### src/rtl/psum_drain_wb.sv
// psum_drain_wb -- drains partial-sum vectors from an output FIFO, sums each
// group of WINDOW_SIZE consecutive vectors lane by lane with saturation,
// optionally applies ReLU, and writes one result vector per window to PMEM.
//
// Ports:
//   clk, reset          clock and asynchronous active-high reset
//   start               one-cycle pulse that launches a job (ignored unless idle)
//   relu_en, base_addr,
//   num_out             job parameters, captured on start
//   ofifo_valid/data    show-ahead OFIFO head; ofifo_rd pops it
//   pmem_wr/addr/data   PMEM write port; addr/data hold the last write when idle
//   busy                high whenever a job is in progress
//   done                one-cycle pulse at the end of every job
module psum_drain_wb #(
   parameter int col         = 8,
   parameter int psum_bw     = 16,
   parameter int WINDOW_SIZE = 3,
   parameter int addr_bw     = 11
) (
   input  logic                   clk,
   input  logic                   reset,
   input  logic                   start,
   input  logic                   relu_en,
   input  logic [addr_bw-1:0]     base_addr,
   input  logic [7:0]             num_out,
   input  logic                   ofifo_valid,
   input  logic [col*psum_bw-1:0] ofifo_data,
   output logic                   ofifo_rd,
   output logic                   pmem_wr,
   output logic [addr_bw-1:0]     pmem_addr,
   output logic [col*psum_bw-1:0] pmem_data,
   output logic                   busy,
   output logic                   done
);
   localparam int DW    = col * psum_bw;
   localparam int WIN_W = (WINDOW_SIZE > 1) ? $clog2(WINDOW_SIZE) : 1;
   localparam logic [WIN_W-1:0] WIN_LAST = WIN_W'(WINDOW_SIZE - 1);

   typedef enum logic [1:0] {ST_IDLE, ST_RUN, ST_WRITE, ST_DONE} state_t;

   state_t             state_reg, state_next;
   logic [addr_bw-1:0] addr_reg, hold_addr_reg;
   logic [DW-1:0]      hold_data_reg, wr_data;
   logic [7:0]         out_cnt_reg, num_out_reg;
   logic [WIN_W-1:0]   win_cnt_reg;
   logic               relu_reg;
   logic               accept, window_first, window_last;

   assign accept       = (state_reg == ST_RUN) && ofifo_valid;
   assign window_first = (win_cnt_reg == '0);
   assign window_last  = (win_cnt_reg == WIN_LAST);

   // ---------------- state register ----------------
   always_ff @(posedge clk or posedge reset) begin
      if (reset) state_reg <= ST_IDLE;
      else       state_reg <= state_next;
   end

   // ---------------- next-state logic ----------------
   always_comb begin
      state_next = state_reg;
      case (state_reg)
         ST_IDLE:  if (start) state_next = (num_out == 8'd0) ? ST_DONE : ST_RUN;
         ST_RUN:   if (accept && window_last) state_next = ST_WRITE;
         // num_out_reg is at least 1 here, so the subtraction cannot wrap.
         ST_WRITE: state_next = (out_cnt_reg == num_out_reg - 8'd1) ? ST_DONE : ST_RUN;
         ST_DONE:  state_next = ST_IDLE;
         default:  state_next = ST_IDLE;
      endcase
   end

   // ---------------- outputs ----------------
   // Outside WRITE the PMEM address/data ports show the last written values.
   always_comb begin
      ofifo_rd  = accept;
      pmem_wr   = 1'b0;
      pmem_addr = hold_addr_reg;
      pmem_data = hold_data_reg;
      busy      = (state_reg != ST_IDLE);
      done      = 1'b0;
      case (state_reg)
         ST_WRITE: begin
            pmem_wr   = 1'b1;
            pmem_addr = addr_reg;
            pmem_data = wr_data;
         end
         ST_DONE:  done = 1'b1;
         default:  ;
      endcase
   end

   // ---------------- job bookkeeping ----------------
   always_ff @(posedge clk or posedge reset) begin
      if (reset) begin
         addr_reg      <= '0;
         hold_addr_reg <= '0;
         hold_data_reg <= '0;
         out_cnt_reg   <= '0;
         num_out_reg   <= '0;
         win_cnt_reg   <= '0;
         relu_reg      <= 1'b0;
      end else begin
         case (state_reg)
            ST_IDLE: begin
               if (start) begin
                  addr_reg    <= base_addr;
                  out_cnt_reg <= '0;
                  win_cnt_reg <= '0;
                  relu_reg    <= relu_en;
                  num_out_reg <= num_out;
               end
            end
            ST_RUN: begin
               if (accept) win_cnt_reg <= window_last ? '0 : win_cnt_reg + 1'b1;
            end
            ST_WRITE: begin
               addr_reg      <= addr_reg + 1'b1;   // wraps naturally
               out_cnt_reg   <= out_cnt_reg + 8'd1;
               hold_addr_reg <= addr_reg;
               hold_data_reg <= wr_data;
            end
            default: ;
         endcase
      end
   end

   // ---------------- per-lane accumulate / saturate / ReLU ----------------
   generate
      for (genvar gi = 0; gi < col; gi++) begin : g_lane
         logic signed [psum_bw-1:0] acc_reg;
         logic signed [psum_bw-1:0] lane_in;
         logic signed [psum_bw-1:0] sat_sum;
         logic signed [psum_bw:0]   sum;

         assign lane_in = ofifo_data[gi*psum_bw +: psum_bw];
         // One guard bit: overflow shows up as the top two bits disagreeing.
         assign sum = {acc_reg[psum_bw-1], acc_reg} + {lane_in[psum_bw-1], lane_in};

         always_comb begin
            if (sum[psum_bw] != sum[psum_bw-1])
               sat_sum = sum[psum_bw] ? {1'b1, {(psum_bw-1){1'b0}}}
                                      : {1'b0, {(psum_bw-1){1'b1}}};
            else
               sat_sum = sum[psum_bw-1:0];
         end

         // The first vector of a window overwrites, discarding the previous window.
         always_ff @(posedge clk or posedge reset) begin
            if (reset)       acc_reg <= '0;
            else if (accept) acc_reg <= window_first ? lane_in : sat_sum;
         end

         assign wr_data[gi*psum_bw +: psum_bw] = (relu_reg && acc_reg[psum_bw-1]) ? '0 : acc_reg;
      end
   endgenerate

endmodule

### config.mk
export PLATFORM = sky130hd
export DESIGN_NAME = psum_drain_wb
export DESIGN_NICKNAME = d
export VERILOG_FILES = /design/src/rtl/psum_drain_wb.sv
export SDC_FILE = /design/constraint.sdc
export NUM_CORES = 1
export LEC_CHECK = 0
export BUFFER_PORTS_ARGS = -buffer_cell sky130_fd_sc_hd__buf_2
export CORE_MARGIN = 2
export CORE_UTILIZATION = 58
export CTS_CLUSTER_SIZE = 24
export DETAILED_ROUTE_END_ITERATION = 12
export PLACE_DENSITY = 0.81
export SYNTH_ARGS = -nofsm -noshare
export SYNTH_HDL_FRONTEND = slang
export SYNTH_SLANG_ARGS = --single-unit
export TNS_END_PERCENT = 5
### constraint.sdc
create_clock -name clk -period 9.6 [get_ports clk]
set_input_delay 0 -clock clk [delete_from_list [all_inputs] [get_ports clk]]
set_output_delay 0 -clock clk [all_outputs]
set_load 0.01 [all_outputs]
Word-level counts from Yosys, hierarchy flattened

Index checks and enable logic that the tools add are counted.

Register bits: 299
Bits of input ports: 152
Output and inout bits: 143
Word-level logic and storage cells: 113

Add/subtract/negate cells: 12
Eq/ne operators: 16
Mux-type cells: 49
Reduce and logical (&&, ||, !) cells: 20

Operators by type and width:

| kind                                                                | number |
|---|---|
| 16-bit 2-to-1 mux                                                   | 32 |
| 16-bit by 16-bit adder with 17-bit output                           | 8 |
| 128-bit 2-to-1 mux                                                  | 1 |
| 11-bit 2-to-1 mux                                                   | 2 |
| 11-bit one-hot mux with 2 select lines                              | 1 |
| 8-bit one-hot mux with 2 select lines                               | 1 |
| 2-bit 2-to-1 mux                                                    | 7 |
| 11-bit by 1-bit adder with 11-bit output (second input constant)    | 1 |
| 1-bit logical AND                                                   | 10 |
| 8-bit by 1-bit adder with 8-bit output (second input constant)      | 1 |
| 8-bit equality test                                                 | 1 |
| 8-bit logical NOT                                                   | 1 |
| 8-bit 2-to-1 mux                                                    | 1 |
| 1-bit inequality test                                               | 8 |
| 2-bit one-hot mux with 4 select lines                               | 1 |
| 8-bit by 1-bit subtractor with 8-bit output (second input constant) | 1 |
| 2-bit equality test (second input constant)                         | 3 |
| 2-bit AND reduction                                                 | 3 |
| 2-bit nonzero test                                                  | 3 |
| 2-bit logical NOT                                                   | 2 |
| 2-bit inequality test (second input constant)                       | 2 |
| 2-bit one-hot mux with 2 select lines                               | 1 |
| 3-bit AND reduction                                                 | 1 |
| 2-bit by 1-bit adder with 2-bit output (second input constant)      | 1 |
| 3 further kinds                                                     | 4 |

Longest topological paths before layout

Gate-level depths: netlist (run 1).

Word-level depth: 5
Depth in mapped cells: 12
Depth with buffers taken out: 11

Worst setup path after synthesis (run 1)

No wires, ideal clock.

Kind: register -> register
Start point: reg g_lane[4].acc_reg[0]
End point: reg g_lane[4].acc_reg[13]
Library setup time: 92 ps
Data arrival time: 2,633 ps
Data required time: 9,508 ps
Slack: 6,875 ps
Stages on the path, launching flop included: 12
Path buffers: 0
Clock period less this slack: 2,725 ps
Path through: dfrtp_1 -> ha_1 -> inv_1 -> fa_1 -> and2b_1 -> o31ai_2 -> a211o_1 -> a2111oi_2 -> or3_1 -> o221a_2 -> nand2_2 -> o31ai_2

Word-level cells in the longest chain between the ends: 4
Elaborated cells between the ends (all ways): 5
Those cells by class: add/sub (1); eq/ne (1); mux (3)

Ends and longest elaborated chain:

| item                                                       | line     | RTL |
|---|---|---|
| start: declaration                                         | 130      | `logic signed [psum_bw-1:0] acc_reg;` |
| start signal: assignment                                   | 150      | `else if (accept) acc_reg <= window_first ? lane_in : sat_sum;` |
| 16-bit by 16-bit adder with 17-bit output *                | 137      | `assign sum = {acc_reg[psum_bw-1], acc_reg} + {lane_in[psum_bw-1], lane_in};` |
| 16-bit 2-to-1 mux or 1-bit inequality test (tied branches) | 141, 140 |  |
| 16-bit 2-to-1 mux *                                        | 140      | `if (sum[psum_bw] != sum[psum_bw-1])` |
| 16-bit 2-to-1 mux *                                        | 150      |  |

Every way passes the cells marked *; elsewhere a longest branch is shown, timed or not.
A chain may end at the register's enable or synchronous reset.

Worst setup path in the final report (run 1)

Start point: reg state_reg[0]
End point: out pmem_addr[5]

Word-level cells in the longest chain between the ends: 2

Ends and longest elaborated chain:

| item                     | line | RTL |
|---|---|---|
| start: declaration       | 41   | `state_t state_reg, state_next;` |
| start signal: assignment | 56   | `else state_reg <= state_next;` |
| 2-bit equality test      | 81   | `case (state_reg)` |
| 11-bit 2-to-1 mux        | 81   |  |
| end: declaration         | 30   | `output logic [addr_bw-1:0] pmem_addr,` |

Every way passes these cells.

==> metrics.cfg, run 1 <==
[outcome]
status = finished clean

[logic_synthesis]
synth_nets = 2372
synth_ff_type = dfrtp_1
yosysWarnings = 0
async_flop_share = 1.00
ys_ff_latch = 299
syn_area_mm2 = 0.0190
synth_cell_types = 90
ys_seq_area_frac = 0.395
synth_edf_count = 0
avgSynthCellArea_um2 = 9.11
synthCells = 2081

[layout]
final_common_cell = dfrtp_1
layout-drive-gt1-share = 0.165
nNetsFinal = 2769
nFillCells = 2362
area_growth_pct = 23.4
multiInputGateArea_mm2 = 0.0109
fin_area_mm2 = 0.0234
final_cell_mix = dfrtp_1 (299), buf_2 (294), nand2_1 (250)
seqCellArea_mm2 = 0.00748

[global_routing]
overflow = 0
grt_pass1_vias = 18200
antenna_found_initial = 7
grt_util_all_layers = 0.328
grt_pass1_wl_mm = 91.0
grt_max_degree = 187

[timing]
maxSlewHeadroom = 0.0794
setup_viol = 0
finalCritPeriodShare = 0.445
slew_violations = 0
fin_tns_setup_ns = 0
max_clock_freq_ghz = 0.234
period_minus_slack_ns = 4.27
skew_ns = 0.0199
worst_pin_slew_ns = 1.38
hold_violations = 0
rsz0062_at_grt = no

[setup_path]
crit_chain = nand2b_4 -> buf_4 -> inv_1 -> nand2_1 -> nand2_1 -> buf_2
crit_arrival_ns = 4.27
r2r_start = state_reg[0]
max_stage_delay_ns = 0.90
rr_worst_depth = 7
start_kind = flop
crit_top_cell = nand2_1
slowest_stage = buf_4
worstSetupEndpointType = output port
reg2reg_slack_ns = 5.51
worstPathMaxFanout = 92
rr_endpoint = addr_reg[10]
required_ns = 9.60
crit_type = reg -> out

[die]
die_h_um = 185
dieArea_mm2 = 0.0342
die_width_um = 185
initial_utilization = 0.586
row_count = 66
core_area_mm2 = 0.0324
ios = 295

[route]
drtIter0Drc = 1514
postRouteAntennaNets = 0
vias = 18400
viasPerCell = 6.23
drc = 0
wirelength_mm = 57.1
wl_per_cell_um = 19.4
first_pass_iters = 5

[clock_tree]
cts_buffers = 35
cts_tree = yes
post_cts.repair.setup_buffers = 0
clk_pin_slew_worst_paths_ns = 0.06
cts-root-buf = clkbuf_16
cts.path.max_buffers = 3
cts_resized = 0
cts_max_level = 2
worst_skew_pair.late_latency_ns = 0.53
hold_buffers = 151
cts.sinks = 299

[placement]
dp_hpwl_mm = 36.4
gp_congestion = 0.923
io_buffers = 294
place_area_mm2 = 0.0207

[power]
powerDensity_mw_per_mm2 = 371
ir_drop_v = 0.000253
leakagePower_uw = 0.0108

[hold_path]
hold_path_class = in -> async

[job]
drv_cap = 0

-- synthesized netlist by cell type, drive strengths merged, types with 10 or more instances --
library cell | number | area [um^2]
o21ai | 155 | 776
nor2b | 19 | 119
xor2 | 29 | 254
a21oi | 165 | 860
and3 | 21 | 136
xnor2 | 67 | 587
nor3 | 38 | 190
o31ai | 12 | 119
inv | 59 | 221
a31oi | 49 | 307
nand2 | 253 | 955
buf | 17 | 104
o21a | 32 | 240
dfrtp | 299 | 7480
a21o | 42 | 315
nand4 | 18 | 119
o21bai | 15 | 116
nand3 | 50 | 250
or3 | 38 | 238
a22o | 122 | 1070
o22ai | 15 | 93.8
a211oi | 25 | 203
nand2b | 25 | 156
ha | 131 | 1640
and2 | 10 | 62.6
nor2 | 138 | 521
nand3b | 12 | 90.1
clkbuf | 79 | 298
o211ai | 24 | 180
-- final cells by class --
type | instances | share of cell area
clock buffers | 44 | 0.0420
repair buffers | 456 | 0.132
inverters | 59 | 0.00989
diodes | 9 | 0.000962
flip-flops and latches | 299 | 0.320
multi-input cells | 1627 | 0.465
clock inverters | 13 | 0.00706
well taps | 442 | 0.0236
-- per-stage QoR --
stage	instances	worst slack, ns	hold WS (ns)	power (uW)	util
floorplan	2081	1.34	0.105	5790	-
global placement	2732	5.76	0.201	6930	0.640
detailed placement	2732	5.66	0.205	7090	0.640
CTS	2940	5.46	0.203	8560	0.722
global route	2947	5.11	0.264	9290	0.723
finish	2949	5.33	0.193	8670	0.723
-- cell families after synthesis --
group | count (synthesis) | share of synthesized area
simple gates | 646 | 0.159
flops | 299 | 0.395
xor+xnor | 96 | 0.0443
compound gates | 736 | 0.267
mux | 10 | 0.00706
buf+inv | 155 | 0.0329
fa+ha+maj | 139 | 0.0949
-- worst max-delay path: cells and delay by family (launching register included) --
family / cells / cell delay (ns)
buffers and inverters: 3 / 1.84
DFF: 1 / 0.54
and+or+nand+nor: 3 / 1.24
-- worst max path at each step --
stage          slack, ns  cells past startpoint    startpoint           end
3_3_place_gp        5.76                      7  state_reg[0]  addr_reg[10]
4_1_cts             5.46                      6  state_reg[0]  pmem_addr[5]
2_1_floorplan       1.34                      1         reset   addr_reg[0]
3_5_place_dp        5.66                      7  state_reg[0]  addr_reg[10]
5_1_grt             5.11                      6  state_reg[0]  pmem_addr[5]
6_report            5.33                      6  state_reg[0]  pmem_addr[5]
-- power by group --
part	switching [uW]	leakage [uW]	internal, uW
Combinational	2960	0.00667	2060
Sequential	433	0.00359	1850
Clock	540	0.000574	827
-- routing by layer --
metal | up-vias | wire (um) | GRT usage
met2 | 809 | 27400 | 0.553
met3 | 172 | 3780 | 0.0521
met5 | - | 0 | 0
li1 | 8484 | - | -
met4 | 0 | 2440 | 0.157
met1 | 8897 | 23500 | 0.414
(Power assumes the default switching activity.)
==> inputs of run 2 (changes only) <==
CORE_UTILIZATION = 53   (was 58)
PLACE_DENSITY = 0.78   (was 0.81)
clock period = 3.55 ns   (was 9.6 ns; I/O delays follow)
==> run 2 against run 1 <==
Compared with the run above:
- sequential power grew to 2.7 times the previous value
- setup slack lost 5.1 ns
- largest power group unchanged
- global-route usage shrank 1.8 points
- total power grew to 2.8 times the previous value
- cell count grew 1.5%
- die area grew 9.2%
- count of clock-buffer cells in the layout grew 6
- design area grew 1.7%
- clock power grew to 3.1 times the previous value
- largest cell class unchanged
- non-clock buffer count grew 17
- critical path depth grew 5
==> metrics.cfg, run 2 (synthesis results as in run 1) <==
[power]
power_frac_clock = 0.174  ; was 0.158
p_switching_uw = 10800  ; was 3940 uW
powerDensity_mw_per_mm2 = 1010  ; was 371 mW/mm^2
p_int_uw = 13400  ; was 4740 uW
p_comb_frac = 0.574  ; was 0.579
swShare = 0.446  ; was 0.454
total_power_uw = 24100  ; was 8670 uW
seqPwrFrac = 0.252  ; was 0.264
leakagePower_uw = 0.0110  ; was 0.0108 uW
ir_drop_v = 0.000687  ; was 0.000253 V

[timing]
skew_ns = 0.0176  ; was 0.0199 ns
period_minus_slack_ns = 3.28
fin_ws_ns = 0.271  ; was 5.33 ns
slew_violations = 0  ; unchanged
max_clock_freq_ghz = 0.305
setup_viol = 0  ; unchanged
finalCritPeriodShare = 0.924
worst_pin_slew_ns = 1.32  ; was 1.38 ns
hold_violations = 0  ; unchanged
rsz0062_at_grt = no  ; unchanged
maxSlewHeadroom = 0.118  ; was 0.0794

[placement]
io_buffers = 294  ; unchanged
gp_congestion = 0.935  ; was 0.923
dp_hpwl_mm = 39.2  ; was 36.4 mm
post-place-ws_ns = 0.439  ; was 5.66 ns

[route]
drc = 0  ; unchanged
viasPerCell = 6.09  ; was 6.23
first_pass_iters = 5  ; unchanged
drtIter0Drc = 1110  ; was 1514
wl_per_cell_um = 19.4  ; about the same
wirelength_mm = 58.2  ; was 57.1 mm
vias = 18200  ; was 18400
postRouteAntennaNets = 0  ; unchanged

[global_routing]
overflow = 0  ; unchanged
grt_util_all_layers = 0.310  ; was 0.328
grt_max_degree = 94  ; was 187
antenna_found_initial = 5  ; was 7
grt_pass1_vias = 18200  ; about the same
grt_pass1_wl_mm = 92.9  ; was 91.0 mm

[outcome]
status = finished clean  ; unchanged

[setup_path]
worstSetupEndpointType = flop  ; was output port
rr_worst_depth = 11  ; was 7
reg2reg_slack_ns = 0.27  ; was 5.51 ns
r2r_start = g_lane[5].acc_reg[0]  ; was state_reg[0]
start_kind = flop  ; unchanged
crit_arrival_ns = 3.69  ; was 4.27 ns
rr_endpoint = g_lane[5].acc_reg[2]  ; was addr_reg[10]
required_ns = 3.96  ; was 9.60 ns
worstPathMaxFanout = 13  ; was 92
crit_type = reg -> reg  ; was reg -> out

[die]
dieArea_mm2 = 0.0373  ; was 0.0342 mm^2
initial_utilization = 0.536  ; was 0.586
row_count = 69  ; was 66
die_h_um = 193  ; was 185 um
core_area_mm2 = 0.0354  ; was 0.0324 mm^2
ios = 295  ; unchanged
die_width_um = 193  ; was 185 um

[clock_tree]
cts_tree = yes  ; unchanged
cts-root-buf = clkbuf_16  ; unchanged
worst_skew_pair.late_latency_ns = 0.55  ; was 0.53 ns
clk_pin_slew_worst_paths_ns = 0.06  ; about the same
cts_resized = 0  ; unchanged
post_cts.repair.setup_buffers = 0  ; unchanged
cts_buffers = 37  ; was 35
cts_max_level = 2  ; unchanged
cts.path.max_buffers = 3  ; unchanged
cts.sinks = 299  ; unchanged

[layout]
final_cell_mix = dfrtp_1 (299), buf_2 (294), nand2_1 (250)  ; unchanged
area_growth_pct = 25.5  ; was 23.4%
final_common_cell = dfrtp_1  ; unchanged
layout-drive-gt1-share = 0.172  ; was 0.165
nNetsFinal = 2788  ; was 2769
nFillCells = 2778  ; was 2362

[job]
drv_cap = 0  ; unchanged

[hold_path]
hold_path_class = in -> async  ; unchanged

==> run 2: metal layers <==
metal / routed length [um] / vias up / global-route usage / share of wire
met5: 11 / - / 0 / 0.00019
met4: 2070 / 2 / 0.122 / 0.036
met3: 4320 / 127 / 0.0623 / 0.074
met2: 27300 / 722 / 0.512 / 0.47
met1: 24500 / 8861 / 0.401 / 0.42
li1: - / 8523 / - / -
==> run 2: how the worst max path moves through the flow <==
stage                               from                    to  slack (ns)
finish              g_lane[5].acc_reg[0]  g_lane[5].acc_reg[2]        0.27
global route        g_lane[5].acc_reg[0]  g_lane[5].acc_reg[2]        0.02
CTS                         state_reg[0]         pmem_data[76]        0.36
detailed placement  g_lane[5].acc_reg[0]  g_lane[5].acc_reg[2]        0.44
global placement    g_lane[3].acc_reg[0]  g_lane[3].acc_reg[1]        0.49
floorplan                          reset           addr_reg[0]       -0.42
==> run 2: what timing repair did <==
action                                  4_1_cts  5_1_grt
endpoints found under the hold margin       355        0
endpoints found under the setup margin        0        0
hold buffers                                151        0
==> run 2: power groups by stage <==
stage               clock network, uW  registers (uW)  logic [uW]
floorplan                           0            5750        9920
global placement                    0            6040       13100
detailed placement                  0            6100       13400
CTS                              4270            6070       13700
global route                     4420            6260       15300
finish                           4200            6080       13800
==> run 2: stage by stage <==
stage          utilization  hold slack, ns  setup TNS, ns  cells  cell area, um^2
2_1_floorplan            -           0.105        -126.50   2081            19000
3_3_place_gp         0.591          0.0614              0   2768            20900
3_5_place_dp         0.591          0.0673              0   2768            20900
4_1_cts              0.672          0.0143              0   2987            23800
5_1_grt              0.672          0.0650              0   2990            23800
6_report             0.672          0.0308              0   2992            23800
==> run 2: critical path: stages, from the launching register on <==
cell      delay, ns
dfrtp_1        0.39
ha_1           0.21
inv_1          0.06
fa_1           0.39
nand2b_1       0.21
a21o_1         0.19
a21oi_1        0.27
o31ai_1        0.19
o21ai_1        0.22
mux2_2         0.40
nand2_1        0.18
o311ai_0       0.42
==> run 2: layout make-up <==
cell class | count | area (um^2) | area share
well taps | 461 | 577 | 0.0242
repair buffers | 473 | 3270 | 0.137
diodes | 5 | 12.5 | 0.000526
inverters | 59 | 228 | 0.00957
clock inverters | 18 | 302 | 0.0127
multi-input cells | 1627 | 10900 | 0.457
clock buffers | 50 | 1050 | 0.0440
flip-flops and latches | 299 | 7480 | 0.314
